### src/rtl/ram_arb_pkg.sv
// Shared constants, op encoding and one-hot helper for the RAM arbiter slice.
package ram_arb_pkg;

  localparam int unsigned NREQ_DEF  = 4;
  localparam int unsigned WIDTH_DEF = 8;
  localparam int unsigned DEPTH_DEF = 8;
  localparam int unsigned NREQ_MAX  = 8;

  typedef enum logic {
    OP_RD = 1'b0,
    OP_WR = 1'b1
  } op_e;

  function automatic logic [NREQ_MAX-1:0] idx_to_onehot(input logic [2:0] idx);
    return NREQ_MAX'(1) << idx;
  endfunction

endpackage

### src/rtl/ram_arbiter_if.sv
// Requester-side bus of the RAM arbiter: per-client request/command in, grant and read return out.
interface ram_arbiter_if #(
  parameter int unsigned NREQ  = 4,
  parameter int unsigned WIDTH = 8,
  parameter int unsigned DEPTH = 8
);

  logic [NREQ-1:0]       req;
  logic [NREQ-1:0]       wr;
  logic [NREQ*DEPTH-1:0] addr;
  logic [NREQ*WIDTH-1:0] wdata;
  logic [NREQ-1:0]       gnt;
  logic [NREQ-1:0]       rvalid;
  logic [WIDTH-1:0]      rdata;

  modport master (
    output req, wr, addr, wdata,
    input  gnt, rvalid, rdata
  );

  modport slave (
    input  req, wr, addr, wdata,
    output gnt, rvalid, rdata
  );

endinterface

### src/rtl/rr_pick.sv
// Combinational round-robin picker: first eligible index at or above the pointer, wrapping.
module rr_pick
  import ram_arb_pkg::*;
#(
  parameter  int unsigned NREQ = NREQ_DEF,
  localparam int unsigned PW   = $clog2(NREQ)
) (
  input  logic [NREQ-1:0] i_elig,
  input  logic [PW-1:0]   i_ptr,
  output logic [NREQ-1:0] o_onehot_c,
  output logic [PW-1:0]   o_idx_c,
  output logic            o_any_c
);

  logic [PW-1:0] w_idx;
  logic          w_any;

  // Scan from the farthest offset down so the closest eligible index wins.
  always_comb begin
    w_idx = '0;
    w_any = 1'b0;
    for (int k = NREQ - 1; k >= 0; k--) begin
      if (i_elig[PW'((int'(i_ptr) + k) % NREQ)]) begin
        w_idx = PW'((int'(i_ptr) + k) % NREQ);
        w_any = 1'b1;
      end
    end
  end

  assign o_idx_c    = w_idx;
  assign o_any_c    = w_any;
  assign o_onehot_c = w_any ? NREQ'(idx_to_onehot(3'(w_idx))) : '0;

endmodule

### src/rtl/ram_arbiter.sv
// Round-robin arbiter sharing one sync-write / comb-read RAM among NREQ requesters.
// Optional write-protect window above wprot_base is built with RAM_ARB_WPROT_EN.
module ram_arbiter
  import ram_arb_pkg::*;
#(
  parameter  int unsigned NREQ  = NREQ_DEF,
  parameter  int unsigned WIDTH = WIDTH_DEF,
  parameter  int unsigned DEPTH = DEPTH_DEF,
  localparam int unsigned PW    = $clog2(NREQ)
) (
  input  logic             clk,
  input  logic             rst_n,
  ram_arbiter_if.slave     bus,
  output logic             ram_w_sig,
  output logic [DEPTH-1:0] ram_add_w,
  output logic [DEPTH-1:0] ram_add_r,
  output logic [WIDTH-1:0] ram_din,
  input  logic [WIDTH-1:0] ram_dout
`ifdef RAM_ARB_WPROT_EN
  ,
  input  logic [DEPTH-1:0] wprot_base,
  output logic [NREQ-1:0]  wprot_err
`endif
);

  logic [NREQ-1:0]  r_gnt;
  logic [NREQ-1:0]  r_rvalid;
  logic [WIDTH-1:0] r_rdata;
  logic [PW-1:0]    r_ptr;
  op_e              r_cmd_op;
  logic             r_w_sig;
  logic [DEPTH-1:0] r_add_w;
  logic [DEPTH-1:0] r_add_r;
  logic [WIDTH-1:0] r_din;

  logic [NREQ-1:0]  w_elig;
  logic [NREQ-1:0]  w_win_oh;
  logic [PW-1:0]    w_win_idx;
  logic [PW-1:0]    w_ptr_nxt;
  logic             w_any;
  logic             w_win_wr;
  logic [DEPTH-1:0] w_win_addr;
  logic [WIDTH-1:0] w_win_wdata;
  logic             w_wr_ok;

  // A requester holding req through its grant cycle is not re-granted back to back.
  assign w_elig = bus.req & ~r_gnt;

  rr_pick #(.NREQ(NREQ)) u_pick (
    .i_elig     (w_elig),
    .i_ptr      (r_ptr),
    .o_onehot_c (w_win_oh),
    .o_idx_c    (w_win_idx),
    .o_any_c    (w_any)
  );

  always_comb begin
    w_win_wr    = 1'b0;
    w_win_addr  = '0;
    w_win_wdata = '0;
    for (int i = 0; i < NREQ; i++) begin
      if (w_win_oh[i]) begin
        w_win_wr    = bus.wr[i];
        w_win_addr  = bus.addr[i*DEPTH +: DEPTH];
        w_win_wdata = bus.wdata[i*WIDTH +: WIDTH];
      end
    end
  end

  assign w_ptr_nxt = (w_win_idx == PW'(NREQ - 1)) ? '0 : w_win_idx + PW'(1);

`ifdef RAM_ARB_WPROT_EN
  logic            w_prot;
  logic [NREQ-1:0] r_wprot_err;

  // Protected writes keep their grant but never raise the RAM write enable.
  assign w_prot  = w_win_wr && (w_win_addr >= wprot_base);
  assign w_wr_ok = w_any && w_win_wr && !w_prot;

  always_ff @(posedge clk or negedge rst_n) begin
    if (!rst_n) r_wprot_err <= '0;
    else        r_wprot_err <= w_prot ? w_win_oh : '0;
  end

  assign wprot_err = r_wprot_err;
`else
  assign w_wr_ok = w_any && w_win_wr;
`endif

  always_ff @(posedge clk or negedge rst_n) begin
    if (!rst_n) begin
      r_gnt    <= '0;
      r_rvalid <= '0;
      r_rdata  <= '0;
      r_ptr    <= '0;
      r_cmd_op <= OP_RD;
      r_w_sig  <= 1'b0;
      r_add_w  <= '0;
      r_add_r  <= '0;
      r_din    <= '0;
    end else begin
      r_gnt   <= w_win_oh;
      r_w_sig <= w_wr_ok;
      if (w_any) begin
        r_ptr    <= w_ptr_nxt;
        r_cmd_op <= op_e'(w_win_wr);
        if (w_win_wr) begin
          r_add_w <= w_win_addr;
          r_din   <= w_win_wdata;
        end else begin
          r_add_r <= w_win_addr;
        end
      end
      // Read return: capture RAM data at the end of the issue cycle.
      r_rvalid <= (r_cmd_op == OP_RD) ? r_gnt : '0;
      if ((|r_gnt) && (r_cmd_op == OP_RD)) r_rdata <= ram_dout;
    end
  end

  assign bus.gnt    = r_gnt;
  assign bus.rvalid = r_rvalid;
  assign bus.rdata  = r_rdata;
  assign ram_w_sig  = r_w_sig;
  assign ram_add_w  = r_add_w;
  assign ram_add_r  = r_add_r;
  assign ram_din    = r_din;

endmodule

### src/flat_wrapper.sv
// flat-port wrapper written by rule: the top's interface ports become plain ports
module ram_arbiter_flat import ram_arb_pkg::*;
#(
  parameter  int unsigned NREQ  = NREQ_DEF,
  parameter  int unsigned WIDTH = WIDTH_DEF,
  parameter  int unsigned DEPTH = DEPTH_DEF,
  localparam int unsigned PW    = $clog2(NREQ)
)
  (clk, rst_n, ram_w_sig, ram_add_w, ram_add_r, ram_din, ram_dout, bus_req, bus_wr, bus_addr, bus_wdata, bus_gnt, bus_rvalid, bus_rdata);
  ram_arbiter_if #(.NREQ(NREQ), .WIDTH(WIDTH), .DEPTH(DEPTH)) bus_i ();
  input  logic clk;
  input  logic rst_n;
  output logic ram_w_sig;
  output logic [DEPTH-1:0] ram_add_w;
  output logic [DEPTH-1:0] ram_add_r;
  output logic [WIDTH-1:0] ram_din;
  input  logic [WIDTH-1:0] ram_dout;
  input wire logic [$bits(bus_i.req)-1:0] bus_req;
  input wire logic [$bits(bus_i.wr)-1:0] bus_wr;
  input wire logic [$bits(bus_i.addr)-1:0] bus_addr;
  input wire logic [$bits(bus_i.wdata)-1:0] bus_wdata;
  output wire logic [$bits(bus_i.gnt)-1:0] bus_gnt;
  output wire logic [$bits(bus_i.rvalid)-1:0] bus_rvalid;
  output wire logic [$bits(bus_i.rdata)-1:0] bus_rdata;
  assign bus_i.req = bus_req;
  assign bus_i.wr = bus_wr;
  assign bus_i.addr = bus_addr;
  assign bus_i.wdata = bus_wdata;
  assign bus_gnt = bus_i.gnt;
  assign bus_rvalid = bus_i.rvalid;
  assign bus_rdata = bus_i.rdata;
  ram_arbiter #(.NREQ(NREQ), .WIDTH(WIDTH), .DEPTH(DEPTH)) u_core (.clk(clk), .rst_n(rst_n), .bus(bus_i), .ram_w_sig(ram_w_sig), .ram_add_w(ram_add_w), .ram_add_r(ram_add_r), .ram_din(ram_din), .ram_dout(ram_dout));
endmodule
### config.mk
export PLATFORM = sky130hd
export DESIGN_NAME = ram_arbiter_flat
export DESIGN_NICKNAME = d
export VERILOG_FILES = /design/src/rtl/ram_arb_pkg.sv /design/src/rtl/ram_arbiter_if.sv /design/src/rtl/rr_pick.sv /design/src/rtl/ram_arbiter.sv /design/src/flat_wrapper.sv
export SDC_FILE = /design/constraint.sdc
export NUM_CORES = 1
export LEC_CHECK = 0
export ABC_AREA = 1
export ABC_CLOCK_PERIOD_IN_PS = 3100
export CAP_MARGIN = 20
export CORE_MARGIN = 4
export CORE_UTILIZATION = 39
export CTS_BUF_LIST = sky130_fd_sc_hd__clkbuf_8 sky130_fd_sc_hd__clkbuf_16
export DETAILED_ROUTE_END_ITERATION = 16
export PLACE_DENSITY = 0.78
export SYNTH_ARGS = -nofsm -noshare
export SYNTH_HDL_FRONTEND = slang
export SYNTH_SLANG_ARGS = --single-unit
### constraint.sdc
create_clock -name clk -period 3.1 [get_ports clk]
set_clock_uncertainty 0.2 [all_clocks]
set_input_delay 0.62 -clock clk [delete_from_list [all_inputs] [get_ports clk]]
set_output_delay 0.62 -clock clk [all_outputs]
set_load 0.005 [all_outputs]
==> flow_summary.yaml, run 1 <==
worst_setup_path:
  crit_required_ns: 3.09
  crit_fanout: 10
  r2r_cells: 17
  cp.arrival_ns: 2.83
  crit_path_frequent_cell: "nand2_1"
  cp_cell_sequence: "nand3_1 -> nand2_1 -> nand2_1 -> nand2_2 -> inv_1 -> nand2_1 -> nand3_1 -> mux2_4 -> inv_2 -> ha_4 -> nand3_1 -> nand2_1 -> inv_2 -> nand2_4 -> nand3_2 -> nand2_1 -> o21ai_2"
  cp-start-kind: "flop"
  slowest_delay_ns: 0.60
  cp_slowest_cell: "dfrtp_1"
  path_class: "reg2reg"
  r2r_setup_slack_ns: 0.26
  crit_path_end_kind: "flop"
die:
  die-height_um: 93.7
  fp-row-count: 30
  start_util: 0.410
  dieArea_mm2: 0.00878
  fp.dieW_um: 93.7
  core_mm2: 0.00698
  ioPinCount: 123
global_routing:
  grt_pass1_vias: 3109
  grt_max_degree: 45
  grt_antenna_before_repair: 0
  grt_overflow: 0
  grt.total_usage: 0.220
  grt_pass1_wl_um: 15300
drt:
  wl_per_cell_um: 15.7
  wl_um: 9690
  first_iter_violations: 101
  dr.pass1.iters: 4
  vias_per_cell: 4.95
  drc: 0
  ant_nets: 0
  num_vias: 3052
yosys:
  ys_warn_count: 0
  synth.most_common_cell: "nand2_1"
  synth_edf_count: 0
  mappedNetlistNets: 462
  synth_area_mm2: 0.00287
  synth_seq_cells: 44
  synth_cells: 376
  yosysTopAreaCell: "dfrtp_1"
  avgSynthCellArea_um2: 7.62
  yosysUniqueCellTypes: 32
  synth_async_sr_flop_share: 1.00
  ys_top_cells_by_count: "nand2_1 (115), nand3_1 (75), dfrtp_1 (44)"
  ys_seq_area_frac: 0.384
  synth_area_leaders: "dfrtp_1 (38%), nand2_1 (15%), nand3_1 (13%)"
  synth-main-ff-cell: "dfrtp_1"
  synth_top_area_share: 0.384
job:
  cap_violations: 0
cells_and_area:
  nFillCells: 587
  n_antenna_cell: 0
  area_growth_pct: 57.6
  fin_nets: 605
  post_route_cells_drive_above_1_share: 0.179
sta:
  hold_violations: 0
  slew_viol_final: 0
  setup_viol: 0
  tns_ns: 0
  relSlewSlack: 0.730
  period_needed_ns: 2.84
  finalCritPeriodShare: 0.916
  max_freq_mhz: 352
  worst_pin_slew_ns: 0.406
  rsz0062_at_grt: "false"
place:
  numPortBuffers: 122
  dp_hpwl_um: 7340
  place.gp.congestion: 0.863
clock_network:
  clock_latency_ns: 0.30
  clk_pin_slew_ns: 0.08
  cts_tree: "yes"
  clockBufferDepth: 2
  cts.sinks: 44
  root_buffer: "clkbuf_8"
  cts_buffers: 5
  htreeDepth: 2
outcome:
  outcome: "completed"
min_path:
  hold_class: "reg2reg"
  whs_path_depth: 2
worst max-delay path: cells and delay by family, from the launching register on:
kind,cells,cell delay [ns]
flip-flops,1,0.60
adder cells (fa/ha/maj),1,0.19
buffers and inverters,3,0.19
multiplexers,1,0.36
AO/OA/AOI/OAI,1,0.05
AND/OR/NAND/NOR,11,1.15
registers in the layout, indices dropped and copies added, names as in the netlist:
name,cells
u_core.r_cmd_op,1
u_core.ram_add_w,8
u_core.ram_add_r,8
u_core.ram_w_sig,1
u_core.bus.rvalid,4
u_core.ram_din,8
u_core.bus.rdata,8
u_core.bus.gnt,4
u_core.r_ptr,2
placed cells by master, fill, tap and decap left out:
cell type / Yosys / routed
buf_4: 2 / 27
nand3b_1: 8 / 8
buf_6: 5 / 2
a41o_1: 1 / 1
nand2_4: 6 / 5
or2_1: 3 / 3
or2_2: 5 / 5
ha_1: 4 / 2
o21ai_2: 8 / 9
clkdlybuf4s50_1: 0 / 117
buf_12: 1 / 2
o21ai_0: 2 / 1
inv_6: 1 / 1
mux2_4: 0 / 1
inv_1: 30 / 30
nand2_1: 115 / 112
ha_4: 0 / 2
nor2_4: 2 / 2
inv_2: 2 / 3
nand3_1: 75 / 75
clkinvlp_4: 0 / 1
clkinv_1: 1 / 1
dfrtp_1: 44 / 44
mux2_2: 9 / 8
nand2_8: 0 / 1
clkbuf_8: 0 / 6
dlygate4sd3_1: 0 / 1
nor2_1: 17 / 17
dlymetal6s2s_1: 0 / 4
o21a_1: 1 / 1
nand2_2: 4 / 8
nand4_1: 8 / 8
inv_4: 1 / 1
nand3_4: 1 / 2
a31oi_1: 1 / 1
buf_2: 6 / 1
nand3_2: 5 / 6
a32oi_1: 1 / 1
through the flow:
stage / std cells / instance area, um^2 / utilization / setup WS [ns] / hold slack [ns]
2_1_floorplan: 376 / 2870 / - / 0.0544 / 0.124
3_3_place_gp: 602 / 4280 / 0.614 / -0.248 / 0.278
3_5_place_dp: 602 / 4280 / 0.614 / -0.350 / 0.276
4_1_cts: 611 / 4400 / 0.630 / 0.000353 / 0.303
5_1_grt: 616 / 4520 / 0.647 / 0.0579 / 0.338
6_report: 616 / 4520 / 0.647 / 0.260 / 0.297
per-layer routing:
layer  up-vias  GRT usage  share of wire
li1       1502          -              -
met1      1383      0.279           0.41
met2       149      0.366           0.48
met3        18     0.0585          0.099
met4         0     0.0650          0.018
met5         -          0              0
timing repair:
item                                   4_1_cts  5_1_grt
setup endpoints to repair                    9       26
pin swaps                                    0        5
gates cloned                                 1        2
gates resized for setup                      1       18
endpoints found under the hold margin        0        4
setup buffers                                0        1
hold buffers                                 0        1
path summary, 6_finish.rpt:
kind / start / endpoint
worst min register to register: u_core.ram_add_r[4]$_DFFE_PN0P_ / u_core.ram_add_r[4]$_DFFE_PN0P_
worst min-delay path: u_core.ram_add_r[4]$_DFFE_PN0P_ / u_core.ram_add_r[4]$_DFFE_PN0P_
worst max-delay path: u_core.r_ptr[0]$_DFFE_PN0P_ / u_core.ram_add_r[7]$_DFFE_PN0P_
min in group asynchronous: rst_n / u_core.bus.rdata[2]$_DFFE_PN0P_
worst max register to register: u_core.r_ptr[0]$_DFFE_PN0P_ / u_core.ram_add_r[7]$_DFFE_PN0P_
max in group asynchronous: rst_n / u_core.ram_add_r[4]$_DFFE_PN0P_
kinds of logic after synthesis:
group / synth area share
flip-flops: 0.384
adder cells (fa/ha/maj): 0.0175
multiplexers: 0.0354
AND/OR/NAND/NOR: 0.424
AO/OA/AOI/OAI: 0.0393
buffers and inverters: 0.100
layout make-up:
class,instances,area [um^2],area share
multi-input combinational,279,1560,0.346
timing repair buffer,154,1500,0.333
tap,96,120,0.0266
clock buffer,6,82.6,0.0183
clock inverter,2,11.3,0.00249
sequential,44,1100,0.244
inverter,35,139,0.0308
Power of run 1 is left out: the tool's default activity adds up to more than one toggle a clock period on the data nets, which glitch-free logic cannot reach.
==> inputs of run 2 (changes only) <==
Settings changed: RECOVER_POWER from default to 50.
==> flow_summary.yaml, run 2 (synthesized netlist as in run 1, its figures left out) <==
outcome:
  outcome: "completed"
global_routing:
  grt_pass1_wl_um: 15300
  met3_usage: 0.0585
  grt_use_met2: 0.366
  grt_antenna_before_repair: 0
  grt_overflow: 0
  grt_use_met1: 0.279
  grt_pass1_vias: 3109
  grt.total_usage: 0.220
  grt_max_degree: 45
  grt_busiest_layer: "met2"
worst_setup_path:
  slowest_delay_ns: 0.60
  cp.arrival_ns: 2.84
  cp-start-kind: "flop"
  path_class: "reg2reg"
  crit_path_frequent_cell: "nand2_1"
  cp_slowest_cell: "dfrtp_1"
  crit_required_ns: 3.10
  cp_cell_sequence: "nand3_1 -> nand2_1 -> nand2_1 -> nand2_2 -> inv_1 -> nand2_1 -> nand3_1 -> mux2_4 -> inv_2 -> ha_4 -> nand3_1 -> nand2_1 -> inv_2 -> nand2_4 -> nand3_2 -> nand2_1 -> o21ai_2"
  crit_path_end_kind: "flop"
  crit_fanout: 10
cells_and_area:
  multi_input_area_mm2: 0.00156
  layout_common_cells: "nand2_1 (112), clkdlybuf4s50_1 (109), nand3_1 (75)"
  fin_nets: 605
  n_antenna_cell: 0
  nFillCells: 590
  final_area_mm2: 0.00450
  layout_commonest_cell: "nand2_1"
  fin_util: 0.644
  post_route_cells_drive_above_1_share: 0.177
  regArea_mm2: 0.00110
  area_growth_pct: 57.0
place:
  place.gp.congestion: 0.863
  numPortBuffers: 122
  place_area_mm2: 0.00428
  dp_hpwl_um: 7340
die:
  core_mm2: 0.00698
  fp-row-count: 30
  die-height_um: 93.7
  start_util: 0.410
  ioPinCount: 123
  dieArea_mm2: 0.00878
  fp.dieW_um: 93.7
clock_network:
  root_buffer: "clkbuf_8"
  cts.sinks: 44
  clock_latency_ns: 0.30
  htreeDepth: 2
  cts_buffers: 5
  clk_pin_slew_ns: 0.08
  cts_tree: "yes"
  clockBufferDepth: 2
min_path:
  hold_class: "reg2reg"
sta:
  slew_viol_final: 0
  setup_viol: 0
  hold_violations: 0
  timing.hold.ws_ns: 0.298
  period_needed_ns: 2.84
  rsz0062_at_grt: "false"
  finalCritPeriodShare: 0.918
  max_freq_mhz: 352
  relSlewSlack: 0.323
  worst_pin_slew_ns: 1.02
drt:
  drc: 0
  ant_nets: 0
  first_iter_violations: 100
  wl_um: 9700
  wl_per_cell_um: 15.7
  vias_per_cell: 4.95
  dr.pass1.iters: 4
  num_vias: 3049
job:
  cap_violations: 0
-- run 2: cell count changes in the layout (fill, tap and decap cells not counted), sizes merged --
cell and change:
clkdlybuf4s50 -8, dlygate4sd3 +8, buf -2, clkbuf +2
-- run 2: worst max-delay path, delay by kind of cell, from the launching register on --
kind                     cells  cell delay [ns]
AO/OA/AOI/OAI                1             0.05
adder cells (fa/ha/maj)      1             0.19
buffers and inverters        3             0.19
flip-flops                   1             0.60
multiplexers                 1             0.36
AND/OR/NAND/NOR             11             1.16
-- run 2: area by class of cell --
class,count,area share
multi-input cells,279,0.347
repair buffers,154,0.330
flip-flops and latches,44,0.245
inverters,35,0.0309
well taps,96,0.0267
clock buffers,6,0.0184
clock inverters,2,0.00250
-- run 2: final timing paths --
| kind | from | end | slack, ns | depth (start not counted) |
|---|---|---|---|---|
| hold reg to reg | u_core.ram_add_r[4]$_DFFE_PN0P_ | u_core.ram_add_r[4]$_DFFE_PN0P_ | 0.30 | 2 |
| setup reg to reg | u_core.r_ptr[0]$_DFFE_PN0P_ | u_core.ram_add_r[7]$_DFFE_PN0P_ | 0.26 | 17 |
| setup / recovery | u_core.r_ptr[0]$_DFFE_PN0P_ | u_core.ram_add_r[7]$_DFFE_PN0P_ | 0.26 | 17 |
| hold / removal | u_core.ram_add_r[4]$_DFFE_PN0P_ | u_core.ram_add_r[4]$_DFFE_PN0P_ | 0.30 | 2 |
| max in group asynchronous | rst_n | u_core.ram_add_r[4]$_DFFE_PN0P_ | 0.98 | 3 |
| min in group asynchronous | rst_n | u_core.bus.rdata[2]$_DFFE_PN0P_ | 0.48 | 2 |
-- run 2: repair_timing --
item                                    in CTS  in global routing
hold endpoints to repair                     0                  4
endpoints found under the setup margin       9                 26
gates cloned                                 1                  2
hold buffers                                 0                  1
setup buffers                                0                  1
resized for setup                            1                 18
pin swaps                                    0                  5
-- run 2: through the flow --
stage               TNS (ns)  instances  worst slack (ns)
floorplan                  0        376            0.0544
global placement       -4.76        602            -0.248
detailed placement     -7.07        602            -0.350
CTS                        0        611          0.000353
global route               0        616            0.0579
finish                     0        616             0.256
-- run 2: metal layers --
layer,wire length [um],up-vias
li1,-,1502
met1,3960,1387
met2,4700,145
met3,892,15
met4,152,0
met5,0,-
Power of run 2 is left out for the same reason.
